--- src/rtl/ones_gen_pkg.sv ---
// Shared widths, FSM state, beat payload and pattern helpers for the
// fixed-popcount word generator.
package ones_gen_pkg;

    localparam int unsigned WIDTH = 7;
    localparam int unsigned CW    = $clog2(WIDTH + 1);
    localparam int unsigned IW    = 6;
    // Shift amount of Gosper's step reaches tz(c)+2 <= WIDTH+1
    localparam int unsigned SW    = $clog2(WIDTH + 3);

    typedef enum logic {
        IDLE = 1'b0,
        EMIT = 1'b1
    } state_t;

    typedef struct packed {
        logic [WIDTH-1:0] word;
        logic [IW-1:0]    index;
    } beat_t;

    // k ones in the LSBs: smallest word with popcount k
    function automatic logic [WIDTH-1:0] first_pattern(input logic [CW-1:0] k);
        logic [WIDTH-1:0] p;
        p = '0;
        for (int i = 0; i < int'(WIDTH); i++) begin
            if (i < int'(k)) p[i] = 1'b1;
        end
        return p;
    endfunction

    // k ones in the MSBs: largest word with popcount k
    function automatic logic [WIDTH-1:0] top_pattern(input logic [CW-1:0] k);
        logic [WIDTH-1:0] p;
        p = '0;
        for (int i = 0; i < int'(WIDTH); i++) begin
            if (i >= int'(WIDTH) - int'(k)) p[i] = 1'b1;
        end
        return p;
    endfunction

    function automatic logic [CW-1:0] clamp_count(input logic [CW-1:0] k);
        if (int'(k) > int'(WIDTH)) return CW'(WIDTH);
        return k;
    endfunction

endpackage

--- src/rtl/ones_next_comb.sv ---
// Gosper's step: next larger word with the same number of ones.
// Purely combinational; the caller never presents the top pattern.
module ones_next_comb
    import ones_gen_pkg::*;
(
    input  logic [WIDTH-1:0] x,
    output logic [WIDTH-1:0] next_x
);

    logic [WIDTH-1:0] low_c;
    logic [WIDTH:0]   sum_c;
    logic [WIDTH:0]   diff_c;
    logic [SW-1:0]    shamt_c;

    always_comb begin
        low_c   = x & (~x + WIDTH'(1));
        sum_c   = {1'b0, x} + {1'b0, low_c};
        diff_c  = {1'b0, x} ^ sum_c;
        // low_c is one-hot, so this resolves to tz(low_c)+2
        shamt_c = SW'(2);
        for (int i = 0; i < int'(WIDTH); i++) begin
            if (low_c[i]) shamt_c = SW'(i + 2);
        end
        next_x  = WIDTH'(sum_c | (diff_c >> shamt_c));
    end

endmodule

--- src/rtl/ones_pattern_gen.sv ---
// Enumerates every WIDTH-bit word with a requested popcount in ascending
// order, one word per output handshake.
module ones_pattern_gen
    import ones_gen_pkg::*;
(
    input  logic             clk,
    input  logic             rst,
    input  logic             req_valid,
    input  logic [CW-1:0]    req_count,
    output logic             req_ready,
    output logic [WIDTH-1:0] d_out,
    output logic             out_valid,
    input  logic             out_ready,
    output logic             out_last,
    output logic [IW-1:0]    out_index,
    output logic             busy
);

    state_t           state_q, state_d;
    beat_t            beat_q, beat_d;
    logic [CW-1:0]    k_q, k_d;
    logic [WIDTH-1:0] next_word_c;

    ones_next_comb u_next (
        .x      (beat_q.word),
        .next_x (next_word_c)
    );

    // State and datapath registers
    always_ff @(posedge clk or negedge rst) begin
        if (!rst) begin
            state_q <= IDLE;
            beat_q  <= '0;
            k_q     <= '0;
        end else begin
            state_q <= state_d;
            beat_q  <= beat_d;
            k_q     <= k_d;
        end
    end

    // Next state: accept in IDLE, advance or finish on each output handshake
    always_comb begin
        state_d = state_q;
        beat_d  = beat_q;
        k_d     = k_q;
        case (state_q)
            IDLE: begin
                if (req_valid) begin
                    k_d          = clamp_count(req_count);
                    beat_d.word  = first_pattern(k_d);
                    beat_d.index = '0;
                    state_d      = EMIT;
                end
            end
            EMIT: begin
                if (out_ready) begin
                    if (out_last) begin
                        beat_d  = '0;
                        state_d = IDLE;
                    end else begin
                        beat_d.word  = next_word_c;
                        beat_d.index = beat_q.index + IW'(1);
                    end
                end
            end
        endcase
    end

    // Outputs decoded from registers only
    always_comb begin
        req_ready = 1'b0;
        out_valid = 1'b0;
        busy      = 1'b0;
        out_last  = 1'b0;
        case (state_q)
            IDLE: req_ready = 1'b1;
            EMIT: begin
                out_valid = 1'b1;
                busy      = 1'b1;
                out_last  = (beat_q.word == top_pattern(k_q));
            end
        endcase
    end

    assign d_out     = beat_q.word;
    assign out_index = beat_q.index;

endmodule
--- config.mk ---
export PLATFORM = sky130hd
export DESIGN_NAME = ones_pattern_gen
export DESIGN_NICKNAME = d
export VERILOG_FILES = /design/src/rtl/ones_gen_pkg.sv /design/src/rtl/ones_next_comb.sv /design/src/rtl/ones_pattern_gen.sv
export SDC_FILE = /design/constraint.sdc
export NUM_CORES = 1
export LEC_CHECK = 0
export ABC_CLOCK_PERIOD_IN_PS = 4550
export CORE_MARGIN = 4
export CORE_UTILIZATION = 35
export CTS_CLUSTER_SIZE = 16
export DETAILED_ROUTE_END_ITERATION = 10
export HOLD_SLACK_MARGIN = 0.05
export MAX_ROUTING_LAYER = met4
export PLACE_DENSITY = 0.54
export SYNTH_ARGS = -nofsm -noshare
export SYNTH_HDL_FRONTEND = slang
export SYNTH_SLANG_ARGS = --single-unit
export TNS_END_PERCENT = 10
--- constraint.sdc ---
create_clock -name clk -period 4.55 [get_ports clk]
set_input_delay 0.91 -clock clk [delete_from_list [all_inputs] [get_ports clk]]
set_output_delay 0.91 -clock clk [all_outputs]
set_load 0.01 [all_outputs]
==> flow_metrics.py <==
metrics = {
    "outcome": {
        "status": "completed",
    },
    "timing": {
        "setup_violations": 0,
        "slew_headroom_pct": 46.19,
        "setup_slack_ps": 1048,
        "finalCriticalPeriod_ps": 3502,
        "tns_ps": 0,
        "rsz0062_at_grt": "false",
        "period_share_pct": 76.98,
        "maxSlewViolCount": 0,
        "final_hold_viol_count": 0,
        "fmaxAchievable_ghz": 0.2855,
        "tightest_slew_ps": 807.1,
        "skew_ps": 2.069,
    },
    "clocking": {
        "cts_hold_buf": 0,
        "path_clk_slew_ps": 70,
        "cts_tree": "done",
        "clk_latency_ps": 250,
        "post-cts-setup-buffers": 0,
        "h-tree-depth": 1,
        "cts-root-buf": "clkbuf_8",
        "numCtsBuffers": 3,
        "cts.path.max_buffers": 2,
        "postCtsResizedCells": 0,
        "clock-sinks": 17,
    },
    "worst_setup_path": {
        "crit_fanout": 22,
        "cp.required_ps": 3640,
        "arrival_ps": 2590,
        "startpoint_type": "register",
        "critical_path_class": "reg2out",
        "setup.worst_path.end_class": "output port",
    },
    "yosys": {
        "synthCells": 196,
        "async_reset_ff_share_pct": 100.0,
        "syn_area_um2": 1415,
        "synth_edf_count": 0,
        "synth.avg_cell_area_um2": 7.220,
        "ys_seq_elements": 17,
        "synthDistinctLibCells": 48,
        "ys_warn_count": 0,
        "ys_seq_area_share_pct": 30.06,
        "syn_nets": 204,
        "synthFlopType": "dfrtp_1",
    },
    "finish": {
        "num_antenna_cells": 0,
        "final_cells": 255,
        "final_cell_mix": "nand2_1, clkdlybuf4s50_1, nor2_1, o21ai_0, dfrtp_1",
        "drive_gt1_share_pct": 5.314,
        "final_util_pct": 44.63,
        "nFillCells": 382,
        "layout_commonest_cell": "nand2_1",
        "syn2layout_area_growth_pct": 18.92,
        "fin_nets": 216,
        "final_area_um2": 1683,
    },
    "global_routing": {
        "grt_pass1_vias": 1402,
        "busiest_layer": "met2",
        "grt_remaining_overflow": 0,
        "use_met3_pct": 3.086,
        "grt_use_met1_pct": 21.61,
        "grt_use_total_pct": 16.42,
        "antenna_found_initial": 0,
        "grt_max_degree": 27,
        "gr-usage-met2_pct": 26.53,
        "grt_first_pass_wirelength_mm": 6.748,
    },
    "floorplan": {
        "die_x_um": 71.59,
        "fp.dieArea_um2": 5124,
        "start_util_pct": 37.52,
        "die_h_um": 71.59,
        "fp-row-count": 22,
        "ioPinCount": 24,
        "core_area_um2": 3771,
    },
    "routing": {
        "num_vias": 1462,
        "drt-total-wl_mm": 4.045,
        "viasPerCell": 5.733,
        "drc": 0,
        "final_antenna_net_count": 0,
        "dr.pass1.iters": 4,
        "first_iter_violations": 104,
        "wl_per_cell_um": 15.86,
    },
    "placement": {
        "place_inst": 251,
        "placed_area_um2": 1637,
        "gp_congestion": 0.8227,
        "place_ws_ps": 1350,
        "io_buffers": 23,
        "hpwl_mm": 2.806,
    },
    "pwr": {
        "ir_worst_vdd_v": 0.0002678,
        "p_per_area_nw_per_um2": 712.8,
        "p_leak_nw": 0.6584,
    },
    "min_path": {
        "hp-class": "reg2reg",
    },
    "flow_run": {
        "drv_cap": 0,
    },
}
[cell usage after synthesis (2+ instances only)]
master	instances	area, um2
nor3b_1	2	15.01
o21ai_0	18	90.09
a211oi_1	3	22.52
dfrtp_1	17	425.4
a21oi_2	2	17.52
o22ai_1	3	18.77
a21o_1	3	22.52
inv_1	6	22.52
nand2_1	30	112.6
nor3_1	5	25.02
o31ai_1	3	22.52
o211ai_1	2	15.01
nand4_1	2	12.51
a31oi_1	3	18.77
clkbuf_1	12	45.04
nand3_1	4	20.02
buf_4	2	15.01
nor2_1	21	78.83
a21oi_1	13	65.06
nor4_1	3	18.77
nor2b_1	6	37.54
o22a_1	2	17.52
nand2b_1	6	37.54
or2_2	2	12.51
o21a_1	2	15.01
and2_1	2	12.51
[routing by layer]
metal / wire length (um) / vias up
li1: - / 730
met1: 1899 / 691
met2: 1941 / 39
met3: 190 / 2
met4: 13 / 0
met5: 0 / -
[report_power, final]
group          switching, mW  internal, mW  leakage, nW  total (mW)
combinational          0.341         0.325        0.442       0.666
sequential             0.204         0.218        0.190       0.422
clock                 0.0510        0.0607       0.0255       0.112
[layout make-up]
cell class	instances	area [um2]	area share, %
flip-flops and latches	17	425.4	25.28
repair buffers	23	230.2	13.68
multi-input cells	157	898.4	53.38
inverters	6	22.52	1.338
clock buffers	3	41.29	2.454
clock inverters	1	5.005	0.2974
well taps	48	60.06	3.569
[stage by stage]
| step | power, mW | hold WS [ps] |
|---|---|---|
| after global routing | 1.307 | 551.3 |
| after detailed placement | 1.076 | 516.2 |
| final | 1.199 | 531.3 |
| after global placement | 1.069 | 494.6 |
| after CTS | 1.197 | 532.5 |
| after floorplan | 0.8407 | 532.3 |
[cells by family (layout without fill, tap and decap cells)]
| kind of cell | after synthesis | in the layout | synth area share, % |
|---|---|---|---|
| compound gates | 68 | 68 | 32.71 |
| fa+ha+maj | 1 | 1 | 0.8840 |
| buf+inv | 22 | 33 | 6.453 |
| flops | 17 | 17 | 30.06 |
| simple gates | 88 | 88 | 29.89 |
[final timing paths]
path / end / cells past startpoint / startpoint / slack (ps)
worst max-delay path: out_last / 5 / d_out[2] / 1050
worst min-delay path: out_index[5] / 1 / out_index[5] / 530
worst max register to register: out_index[4] / 6 / d_out[2] / 2050
worst min register to register: out_index[5] / 1 / out_index[5] / 530
max in group asynchronous: out_index[1] / 1 / rst / 2950
min in group asynchronous: state_q / 1 / rst / 1120
[state kept, by name, summed over array words and instances (netlist names)]
| signal | cells |
|---|---|
| state_q | 1 |
| d_out | 7 |
| k_q | 3 |
| out_index | 6 |
[worst max-delay path: stages, from the launching register on]
cell             delay [ps]
dfrtp_1                 610
or4b_1                  630
a21oi_2                 160
a21oi_2                  80
nor4_1                  290
clkdlybuf4s50_1         590
Note: power is estimated with default switching activity, not from simulation.
